<file path="src/rtl/icache.sv">
// Direct-mapped read-only instruction cache, 16-byte lines; hits are combinational, misses issue one line fetch.
// Miss latency: 1 cycle request + fetch time + 1 cycle fill; rdy=0 holds idle state but never drops a fill pulse.
module icache #(
  parameter int INDEX_W = 5
) (
  input  logic         clk,
  input  logic         rst,
  input  logic         rdy,
  input  logic         if_valid,
  input  logic [31:0]  if_addr,
  output logic         if_hit,
  output logic [31:0]  if_inst,
  output logic         fc_valid,
  output logic [31:0]  fc_addr,
  input  logic         fc_done,
  input  logic [127:0] fc_line
);

  localparam int TAG_W = 28 - INDEX_W;
  localparam int LINES = 1 << INDEX_W;

  typedef enum logic {IDLE, MISS} state_t;

  state_t state, state_nxt;

  logic [LINES-1:0]   valid;
  logic [TAG_W-1:0]   tag_mem  [LINES];
  logic [127:0]       data_mem [LINES];

  logic [1:0]         off;
  logic [INDEX_W-1:0] idx;
  logic [TAG_W-1:0]   tag;
  logic [INDEX_W-1:0] fill_idx;
  logic [TAG_W-1:0]   fill_tag;
  logic               launch;
  logic               fill;
  logic               unused_addr_lsb;

  assign off      = if_addr[3:2];
  assign idx      = if_addr[INDEX_W+3:4];
  assign tag      = if_addr[31:INDEX_W+4];
  assign fill_idx = fc_addr[INDEX_W+3:4];
  assign fill_tag = fc_addr[31:INDEX_W+4];
  assign unused_addr_lsb = ^if_addr[1:0];

  assign if_hit  = if_valid && valid[idx] && (tag_mem[idx] == tag);
  assign if_inst = data_mem[idx][{off, 5'b0} +: 32];

  always_ff @(posedge clk) begin
    if (rst) begin
      state <= IDLE;
    end else begin
      state <= state_nxt;
    end
  end

  // A fill completes regardless of rdy; only a new launch waits for it.
  always_comb begin
    state_nxt = state;
    case (state)
      IDLE: if (rdy && if_valid && !if_hit) state_nxt = MISS;
      MISS: if (fc_done) state_nxt = IDLE;
      default: state_nxt = IDLE;
    endcase
  end

  always_comb begin
    launch = 1'b0;
    fill   = 1'b0;
    case (state)
      IDLE: launch = rdy && if_valid && !if_hit;
      MISS: fill   = fc_done && !rst;
      default: ;
    endcase
  end

  always_ff @(posedge clk) begin
    if (rst) begin
      valid    <= '0;
      fc_valid <= 1'b0;
      fc_addr  <= 32'h0;
    end else if (fill) begin
      valid[fill_idx] <= 1'b1;
      fc_valid        <= 1'b0;
    end else if (launch) begin
      fc_valid <= 1'b1;
      fc_addr  <= {if_addr[31:4], 4'h0};
    end
  end

  // Tag/data arrays carry no reset; the valid bits guard them.
  always_ff @(posedge clk) begin
    if (fill) begin
      tag_mem[fill_idx]  <= fill_tag;
      data_mem[fill_idx] <= fc_line;
    end
  end

endmodule

</file>
<file path="config.mk">
export PLATFORM = sky130hd
export DESIGN_NAME = icache
export DESIGN_NICKNAME = d
export VERILOG_FILES = /design/src/rtl/icache.sv
export SDC_FILE = /design/constraint.sdc
export NUM_CORES = 2
export LEC_CHECK = 0
export CAP_MARGIN = 0
export CORE_MARGIN = 8
export CORE_UTILIZATION = 40
export CTS_BUF_LIST = sky130_fd_sc_hd__clkbuf_4
export CTS_CLUSTER_DIAMETER = 150
export DETAILED_ROUTE_END_ITERATION = 16
export HOLD_SLACK_MARGIN = 0.06
export PLACE_DENSITY = 0.66
export SLEW_MARGIN = 0
export SYNTH_ARGS = -nofsm -noshare
export SYNTH_HDL_FRONTEND = slang
export SYNTH_MEMORY_MAX_BITS = 65536
export SYNTH_SLANG_ARGS = --single-unit
</file>
<file path="constraint.sdc">
create_clock -name clk -period 9.6 [get_ports clk]
set_clock_uncertainty 0.1 [all_clocks]
set_input_delay 1.92 -clock clk [delete_from_list [all_inputs] [get_ports clk]]
set_output_delay 1.92 -clock clk [all_outputs]
set_load 0.02 [all_outputs]
</file>
==> out/metrics.yaml <==
worst_setup_path:
  cp-end-kind: "output pin"
  critPathKind: "primary input to output pin"
  crit_required_ns: 7.58
  cp.arrival_ns: 6.32
  crit_path_start_kind: "primary input"
  path_max_fanout: 62
floorplanning:
  start_util: 0.4003
  ioPinCount: 231
  fp.coreArea_mm2: 0.4661
  dieArea_mm2: 0.4885
  row_count: 251
  chipWidth_um: 698.9
  die_y_um: 698.9
route:
  via_per_inst: 5.736
  drc: 0
  antenna_left: 0
  drt_iter0_markers: 11217
  routed_wl_um: 483300
  drtPass1Iterations: 5
  num_vias: 90088
  avgRoutedWirePerCell_um: 30.78
power_and_ir_drop:
  pwr-share-comb: 0.048
  swShare: 0.2160
  p_leak_nw: 65.74
  p_per_area_mw_per_mm2: 199.2
  power_mw: 42.25
  internal-power_mw: 33.12
  p_switching_mw: 9.126
  vdd_drop_max_mv: 0.1140
  p_seq_frac: 0.557
  clock_power_share: 0.395
outcome:
  outcome: "completed"
clock_tree:
  clock_latency_ns: 1.62
  cts_tree: "built"
  cts_inserted_buffers: 1263
  clk_path_buf_depth: 5
  cts.root.buffer_cell: "clkbuf_4"
  cts.sinks: 4894
  hold_buffers: 0
  clk_pin_slew_worst_paths_ns: 0.07
  cts_post_setup_buffers_inserted: 0
  cts_resized: 0
  cts_htree_levels: 7
cells_and_area:
  area_growth_syn_to_layout_pct: 13.68
  drive_gt1_frac: 0.3840
  final_common_cell: "edfxtp_1"
  nets: 8869
  design_area_mm2: 0.2121
  final_cell_mix: "4832 x edfxtp_1, 1738 x clkbuf_4, 1508 x mux4_2"
sta:
  fmax_mhz: 119.9
  timing.slew.headroom: 0.1064
  setup-tns-final_ns: 0
  hold_ws_ns: 0.3729
  min_period_over_period: 0.8689
  final_max_slew_viol_count: 0
  setup_viol: 0
  hold_viol_final: 0
  worst_slew_pin_slew_ns: 1.337
  rsz0062_at_grt: "no"
  fin_crit_ns: 8.342
yosys:
  syn_inst: 7384
  synth-edff-count: 4832
  yosysWarnings: 0
  synth_area_leaders: "edfxtp_1 78%, mux4_2 18%, mux2i_1 0.69%"
  synthArstFlopShare: 0
  synth_top_area_cell: "edfxtp_1"
  syn-cell-area_mm2: 0.1866
  synth_ff_type: "edfxtp_1"
  yosysSeqAreaShare: 0.7844
  synth_top_cell_area_share: 0.7777
  ys_ff_latch: 4894
  yosysUniqueCellTypes: 63
  avgSynthCellArea_um2: 25.27
grt:
  grt_pass1_vias: 94172
  antenna_found_initial: 94
  overflow: 0
  grt_usage: 0.1952
  grt_start_max_net_pins: 100
  grt_pass1_wl_um: 678100
placed_design:
  dp_hpwl_um: 238100
  io_buffers: 224
  dpl-instance-area_mm2: 0.1973
  place_congestion: 0.7520
job:
  drv_cap: 0
worst_hold_path:
  min_path_type: "register to register"
sequential cells by signal, indices dropped and copies added, names as in the netlist:
| signal | count |
|---|---|
| tag_mem | 736 |
| data_mem | 4096 |
| fc_valid | 1 |
| fc_addr | 28 |
| valid | 32 |
| state | 1 |
power by group through the flow:
stage	clock network (mW)	logic, mW	registers [mW]
after floorplan	0	1.18	24.0
after global placement	0	2.00	24.0
after detailed placement	0	2.05	24.0
after CTS	17.1	2.05	23.5
after global routing	18.1	2.15	23.5
final	16.7	2.03	23.5
synth_stat cells (18+ instances only):
library cell,count
a22oi_1,25
buf_1,21
buf_2,229
buf_4,24
buf_6,34
clkbuf_1,83
dfxtp_1,62
edfxtp_1,4832
mux2_2,36
mux2i_1,129
mux4_2,1508
nand2_1,36
nand2b_1,62
nand3_1,18
nor2_1,119
per-layer routing:
metal / routed length [um] / global-route usage / vias up
li1: - / - / 35634
met3: 48310 / 0.04729 / 802
met1: 190400 / 0.2663 / 48562
met5: 247 / 0 / -
met4: 9954 / 0.06338 / 44
met2: 234400 / 0.3109 / 5046
through the flow:
stage	utilization	instances	worst slack, ns
after detailed placement	0.4234	13637	1.305
after floorplan	-	7387	-0.2195
after CTS	0.4548	15661	1.285
final	0.4551	15705	1.258
after global placement	0.4234	13637	1.259
after global routing	0.4549	15679	1.118
path summary, 6_finish.rpt:
kind	start	end	slack (ns)	cells after the start
worst max-delay path	if_addr[4]	if_hit	1.26	13
worst min-delay path	valid[14]	valid[14]	0.37	2
worst max register to register	state	data_mem[24][91]	5.39	5
worst min register to register	valid[14]	valid[14]	0.37	2
cell families after synthesis:
kind of cell,share of synthesized area
AOI/OAI and AO/OA,0.003910
xor gates and xnor gates,0.001455
and+or+nand+nor,0.007759
muxes,0.1911
DFF,0.7844
buffers and inverters,0.01133
other,0.00002010
area by class of cell:
class                      count  area (um2)
fill                       38404      254000
clock buffer                1738       13050
tap                         6198        7755
timing repair buffer         443        4861
inverter                       4       22.52
clock inverter               286        1577
sequential                  4894      146300
multi-input combinational   2098       38370
antenna                       44       110.1
critical path: stages:
cell and delay [ns]:
buf_16 0.43, buf_12 0.36, buf_4 0.45, mux2i_1 0.14, o221ai_1 0.30, a31oi_1 0.14
a211oi_1 1.02, buf_4 0.26, xor2_1 0.08, nor2_1 0.13, nand4_1 0.10, nor2_1 0.15
clkdlybuf4s50_1 0.63
Power figures use the tool's default switching activity.
